$ cat config.mk
export PLATFORM = sky130hd
export DESIGN_NAME = packet_serial_tx
export DESIGN_NICKNAME = d
export VERILOG_FILES = /design/src/rtl/packet_serial_tx.sv
export SDC_FILE = /design/constraint.sdc
export NUM_CORES = 1
export LEC_CHECK = 0
export CAP_MARGIN = 5
export CORE_AREA = 10 10 102 81
export DETAILED_ROUTE_END_ITERATION = 8
export DIE_AREA = 0 0 112 91
export GPL_TIMING_DRIVEN = 0
export PLACE_DENSITY = 0.89
export SYNTH_ARGS = -nofsm -noshare
export SYNTH_HDL_FRONTEND = slang
export SYNTH_SLANG_ARGS = --single-unit
$ cat constraint.sdc
create_clock -name clk -period 2.39 [get_ports clk]
set_input_delay 0.717 -clock clk [delete_from_list [all_inputs] [get_ports clk]]
set_output_delay 0.717 -clock clk [all_outputs]
set_load 0.005 [all_outputs]
$ cat src/rtl/packet_serial_tx.sv
// packet_serial_tx: sending end of the SOS/EOS bit-serial link.
// Reads a run of consecutive source-memory lines and shifts each word out
// MSB-first on data_out. A one-cycle sos pulse precedes the first bit, and
// eos marks the last bit. The next word is prefetched into a holding buffer
// so that words go out back-to-back with no gap bits.
module packet_serial_tx #(
    parameter int BW_MEM    = 16,
    parameter int MAX_LINES = 256,
    parameter int ADDR_W    = $clog2(MAX_LINES)
) (
    input  logic              clk,
    input  logic              reset,
    input  logic              start,
    input  logic              abort,
    input  logic [ADDR_W-1:0] base_addr,
    input  logic [ADDR_W:0]   num_words,
    output logic              rd_en,
    output logic [ADDR_W-1:0] rd_addr,
    input  logic [BW_MEM-1:0] rd_data,
    output logic              data_out,
    output logic              sos,
    output logic              eos,
    output logic              busy,
    output logic              done
);

    localparam int BIT_W = $clog2(BW_MEM);
    localparam int CNT_W = ADDR_W + 1;

    localparam logic [BIT_W-1:0] LAST_BIT     = BIT_W'(BW_MEM - 1);
    localparam logic [BIT_W-1:0] PRE_LAST_BIT = BIT_W'(BW_MEM - 2);
    localparam logic [BIT_W-1:0] CAPTURE_BIT  = BIT_W'(1);
    localparam logic [BIT_W-1:0] BIT_ONE      = BIT_W'(1);
    localparam logic [CNT_W-1:0] MAX_CNT      = CNT_W'(MAX_LINES);
    localparam logic [CNT_W-1:0] CNT_ONE      = CNT_W'(1);
    localparam logic [CNT_W-1:0] CNT_TWO      = CNT_W'(2);
    localparam logic [ADDR_W-1:0] ADDR_ONE    = ADDR_W'(1);

    typedef enum logic [2:0] {
        S_IDLE,
        S_FETCH,
        S_LOAD,
        S_SOS,
        S_SHIFT
    } state_t;

    state_t state;
    state_t state_nxt;

    logic [BW_MEM-1:0] shift_reg;
    logic [BW_MEM-1:0] shift_nxt;
    logic [BW_MEM-1:0] next_buf;
    logic [BW_MEM-1:0] buf_nxt;
    logic [BIT_W-1:0]  bit_cnt;
    logic [BIT_W-1:0]  bit_nxt;
    logic [CNT_W-1:0]  words_rem;
    logic [CNT_W-1:0]  words_nxt;
    logic [CNT_W-1:0]  num_sat;

    logic              rd_en_nxt;
    logic [ADDR_W-1:0] rd_addr_nxt;
    logic              data_out_nxt;
    logic              sos_nxt;
    logic              eos_nxt;
    logic              busy_nxt;
    logic              done_nxt;

    logic              abort_hit;
    logic              last_word;
    logic              word_end;

    // words_rem counts the word being shifted plus those still to come
    assign num_sat   = (num_words > MAX_CNT) ? MAX_CNT : num_words;
    assign abort_hit = abort && (state != S_IDLE);
    assign last_word = (words_rem == CNT_ONE);
    assign word_end  = (bit_cnt == LAST_BIT);

    // State register
    always_ff @(posedge clk or negedge reset) begin
        if (!reset) begin
            state <= S_IDLE;
        end else begin
            state <= state_nxt;
        end
    end

    // Next-state logic; an abort while active always returns to idle
    always_comb begin
        state_nxt = state;
        case (state)
            S_IDLE: begin
                if (start && (num_words != '0)) begin
                    state_nxt = S_FETCH;
                end
            end
            S_FETCH: state_nxt = S_LOAD;
            S_LOAD:  state_nxt = S_SOS;
            S_SOS:   state_nxt = S_SHIFT;
            S_SHIFT: begin
                if (word_end && last_word) begin
                    state_nxt = S_IDLE;
                end
            end
            default: state_nxt = S_IDLE;
        endcase
        if (abort_hit) begin
            state_nxt = S_IDLE;
        end
    end

    // Next values of the registered outputs and the shift/prefetch datapath
    always_comb begin
        rd_en_nxt    = 1'b0;
        rd_addr_nxt  = rd_addr;
        data_out_nxt = 1'b0;
        sos_nxt      = 1'b0;
        eos_nxt      = 1'b0;
        done_nxt     = 1'b0;
        shift_nxt    = shift_reg;
        buf_nxt      = next_buf;
        bit_nxt      = bit_cnt;
        words_nxt    = words_rem;

        case (state)
            S_IDLE: begin
                if (start) begin
                    if (num_words == '0) begin
                        done_nxt = 1'b1;
                    end else begin
                        rd_en_nxt   = 1'b1;
                        rd_addr_nxt = base_addr;
                        words_nxt   = num_sat;
                        bit_nxt     = '0;
                    end
                end
            end
            S_FETCH: begin
            end
            S_LOAD: begin
                shift_nxt = rd_data;
                sos_nxt   = 1'b1;
            end
            S_SOS: begin
                data_out_nxt = shift_reg[BW_MEM-1];
                shift_nxt    = {shift_reg[BW_MEM-2:0], 1'b0};
                bit_nxt      = '0;
                if (words_rem > CNT_ONE) begin
                    rd_en_nxt   = 1'b1;
                    rd_addr_nxt = rd_addr + ADDR_ONE;
                end
            end
            S_SHIFT: begin
                if ((bit_cnt == CAPTURE_BIT) && !last_word) begin
                    buf_nxt = rd_data;
                end
                if (!word_end) begin
                    data_out_nxt = shift_reg[BW_MEM-1];
                    shift_nxt    = {shift_reg[BW_MEM-2:0], 1'b0};
                    bit_nxt      = bit_cnt + BIT_ONE;
                    eos_nxt      = last_word && (bit_cnt == PRE_LAST_BIT);
                end else if (last_word) begin
                    done_nxt  = 1'b1;
                    words_nxt = '0;
                end else begin
                    data_out_nxt = next_buf[BW_MEM-1];
                    shift_nxt    = {next_buf[BW_MEM-2:0], 1'b0};
                    bit_nxt      = '0;
                    words_nxt    = words_rem - CNT_ONE;
                    if (words_rem > CNT_TWO) begin
                        rd_en_nxt   = 1'b1;
                        rd_addr_nxt = rd_addr + ADDR_ONE;
                    end
                end
            end
            default: begin
            end
        endcase

        if (abort_hit) begin
            rd_en_nxt    = 1'b0;
            data_out_nxt = 1'b0;
            sos_nxt      = 1'b0;
            eos_nxt      = 1'b0;
            done_nxt     = 1'b0;
            words_nxt    = '0;
        end

        busy_nxt = (state_nxt != S_IDLE);
    end

    // Output and datapath registers, all cleared by the asynchronous reset
    always_ff @(posedge clk or negedge reset) begin
        if (!reset) begin
            rd_en     <= 1'b0;
            rd_addr   <= '0;
            data_out  <= 1'b0;
            sos       <= 1'b0;
            eos       <= 1'b0;
            busy      <= 1'b0;
            done      <= 1'b0;
            shift_reg <= '0;
            next_buf  <= '0;
            bit_cnt   <= '0;
            words_rem <= '0;
        end else begin
            rd_en     <= rd_en_nxt;
            rd_addr   <= rd_addr_nxt;
            data_out  <= data_out_nxt;
            sos       <= sos_nxt;
            eos       <= eos_nxt;
            busy      <= busy_nxt;
            done      <= done_nxt;
            shift_reg <= shift_nxt;
            next_buf  <= buf_nxt;
            bit_cnt   <= bit_nxt;
            words_rem <= words_nxt;
        end
    end

endmodule
==> impl_results.md <==
* Status: complete, no violations
* Area leader, netlist: dfrtp_1
* Sw Ratio at 39.8%
* I/O pin total at 51
* Synth top area share at 46.7%
* Die width at 112 µm
* Final setup viols at 0
* Synth Instances at around 320
* R2R Path Start: words_rem[2]$_DFFE_PN0P_
* Worst-margin pin slew at 0.718 ns
* Hold Vio Cnt, Final at 0
* Peak VDD IR at 0.000687 V
* Sequential element share of the synthesized area at 46.7%
* Peak Freq at 0.433 GHz
* Clock tree from TritonCTS: yes
* Setup TNS at 0 ns
* Total GRT Usage at 17.0%
* Core Area at 6220 µm²
* Clock buffer count from CTS at 9
* Tcrit/Tclk final at a little under 100%
* Clock share of power at ~18%
* Num rows at 25
* Pins Over Slew Limit at 0
* Synth cell types at 58
* Post-synthesis async set-or-reset flop share at 100%
* Worst skew pair latency at roughly 0.35 ns
* Max-Cap Viols at 0
* Largest net degree at the start of global routing at 33
* Routability cong. at 0.896
* PortBufs at 50
* Setup ws final at 0.0802 ns
* Syn Nets at 359
* First drt pass iteration count at 6
* Crit path launch: num_words[1]
* Post-Route WL at 8930 µm
* PwrDens at 1270 nW/µm²
* Vias in the first global route at 2848
* Mean cell area of the mapped netlist at 10.5 µm²
* Drt via density at around 6.4
* Initial antenna violation count at 0
* Comb pwr share at 46.8%
* Die area at 10200 µm²
* Crit path capture type: flop
* Grt ovf at 0
* Area growth syn-to-layout at 26.3%
* WP data arrival at between 2 and 3 ns
* Fin crit period at approximately 2.3 ns
* Initial core utilization at 53.4%
* Synth area leaders: dfrtp_1, a222oi_1, mux2_4, nand2_1, o21ai_0
* Synthesized area at 3320 µm²
* Sequential share of power at between 30% and 40%
* Hold Path Class: input pin to async pin
* Internal power at between 0.003 and 0.004 W
* Critical path peak fanout at 10
* Switch Pwr at 0.00211 W
* Setup CP Type: input pin to flop
* Worst setup SP type: input pin
* Clock skew at between 0.008 and 0.009 ns
* EDFF count, synth at 0
* HPWL after DPL at 6090 µm
* Dpl ws at -0.391 ns
* CTS Hold Bufs at 0
* CP Data Required Time at 2.64 ns
* P_leak at 1.82 nW
* Yosys Warn Count at 0
* Post-route DRC at 0
* CTS root buffer: clkbuf_8
* CTS H-tree depth at 3
* #FFs+latches synth at between 60 and 70
* Diode count at 0
* Number of DRC markers in iteration 0 at 272
* Die Ht at 91 µm
* Synth Flop Type: dfrtp_1
* Layout cell share with drive strength beyond 1 at between 10% and 20%
* DR vias at approximately 3000
* Clk slew on worst S/H paths at ~0.070 ns
* CTS Buffer Depth at 2
* Final net count at around 420
* Final ANT Viol Nets at 0
* Routed length per instance at 19.3 µm
* Clock sink total at between 60 and 70
* Worst rel slew slack at 51.7%
* First-pass GRT wire length at 14400 µm
-- stage by stage --
step	util (%)	instance area (µm²)	hold slack (ns)	std cells	total power, W
after floorplan	-	3320	0.421	315	0.00346
after global placement	63.0	3920	0.462	446	0.00409
after detailed placement	63.3	3940	0.475	447	0.00422
after CTS	66.9	4160	0.438	463	0.00520
after global routing	67.4	4190	0.470	464	0.00565
final	67.4	4190	0.413	464	0.00531
-- worst max-delay path, stage by stage --
cell	delay (ns)
clkdlybuf4s50_1	0.48
nor4_4	0.43
a311oi_4	0.20
a211oi_4	0.29
buf_12	0.16
buf_6	0.13
o21ai_1	0.07
o31ai_1	0.07
-- cells in the mapped netlist, drive strengths merged (4+ instances only) --
master	number
mux2	16
o22a	7
clkbuf	4
a222oi	15
o22ai	6
a21oi	12
buf	14
nor3	6
ha	7
nor2	23
inv	12
nand3	8
dfrtp	62
nand2	32
and3	7
a22oi	5
nor4	6
o21ai	28
a31oi	9
-- power groups by stage --
| stage | registers [W] | logic (W) | clock network (W) |
|---|---|---|---|
| 6_report | 0.00188 | 0.00249 | 0.000940 |
| 5_1_grt | 0.00194 | 0.00271 | 0.000998 |
| 4_1_cts | 0.00187 | 0.00239 | 0.000942 |
| 3_5_place_dp | 0.00188 | 0.00235 | 0 |
| 3_3_place_gp | 0.00185 | 0.00224 | 0 |
| 2_1_floorplan | 0.00179 | 0.00167 | 0 |
-- logic make-up (layout without fill, tap and decap cells) --
group | count (synthesis) | in the layout | synth area share (%)
AOI/OAI and AO/OA | 99 | 99 | 21.8
xor gates and xnor gates | 2 | 2 | 0.527
adders and majority gates | 7 | 7 | 2.64
buffers and inverters | 30 | 98 | 5.42
DFF | 62 | 62 | 46.7
muxes | 17 | 17 | 6.85
and+or+nand+nor | 98 | 98 | 16.1
-- layout by cell type (no fill, tap or decap), drive strengths merged, types with 2 or more instances in the layout --
| cell | instances |
|---|---|
| dfrtp | 62 |
| clkdlybuf4s50 | 49 |
| nand2 | 32 |
| o21ai | 28 |
| nor2 | 23 |
| clkbuf | 18 |
| buf | 17 |
| mux2 | 16 |
| a222oi | 15 |
| inv | 12 |
| a21oi | 12 |
| a31oi | 9 |
| nand3 | 8 |
| o22a | 7 |
| ha | 7 |
| and3 | 7 |
| o22ai | 6 |
| nor3 | 6 |
| nor4 | 6 |
| a22oi | 5 |
| a32oi | 3 |
| o31ai | 3 |
| nor3b | 3 |
| or2 | 3 |
| xnor2 | 2 |
| nand2b | 2 |
| nand4 | 2 |
| or3 | 2 |
| and2 | 2 |
| a211oi | 2 |
-- repair_timing --
| action | in CTS | in global routing |
|---|---|---|
| buffers inserted | 0 | 1 |
| pin swaps | 0 | 2 |
| resized for setup | 2 | 8 |
| setup endpoints to repair | 3 | 23 |
-- per-layer routing --
metal / vias up / track usage, % / wire length [µm] / part of all wire [%]
met1: 1445 / 21.8 / 3770 / 42
met5: - / 0 / 0 / 0
met3: 32 / 5.65 / 761 / 8.5
li1: 1312 / - / - / -
met4: 0 / 8.44 / 257 / 2.9
met2: 171 / 25.2 / 4150 / 46
-- final timing paths --
path	end	slack [ns]	depth (start not counted)
max in group asynchronous	next_buf[5]$_DFFE_PN0P_	1.36	2
hold reg to reg	shift_reg[15]$_DFFE_PN0P_	0.50	2
setup / recovery	rd_addr[0]$_DFFE_PN0P_	0.08	8
setup reg to reg	shift_reg[11]$_DFFE_PN0P_	0.11	5
min in group clk	shift_reg[15]$_DFFE_PN0P_	0.50	2
hold / removal	words_rem[2]$_DFFE_PN0P_	0.41	1
-- area by class of cell --
| type | instances | area (µm²) |
|---|---|---|
| Inverter | 12 | 45.0 |
| Timing Repair Buffer | 52 | 536 |
| Multi-Input combinational cell | 223 | 1620 |
| Fill cell | 449 | 2030 |
| Clock inverter | 2 | 12.5 |
| Clock buffer | 14 | 193 |
| Tap cell | 81 | 101 |
| Buffer | 18 | 138 |
| Sequential cell | 62 | 1550 |
No activity file was read; power rests on OpenSTA's default activity.
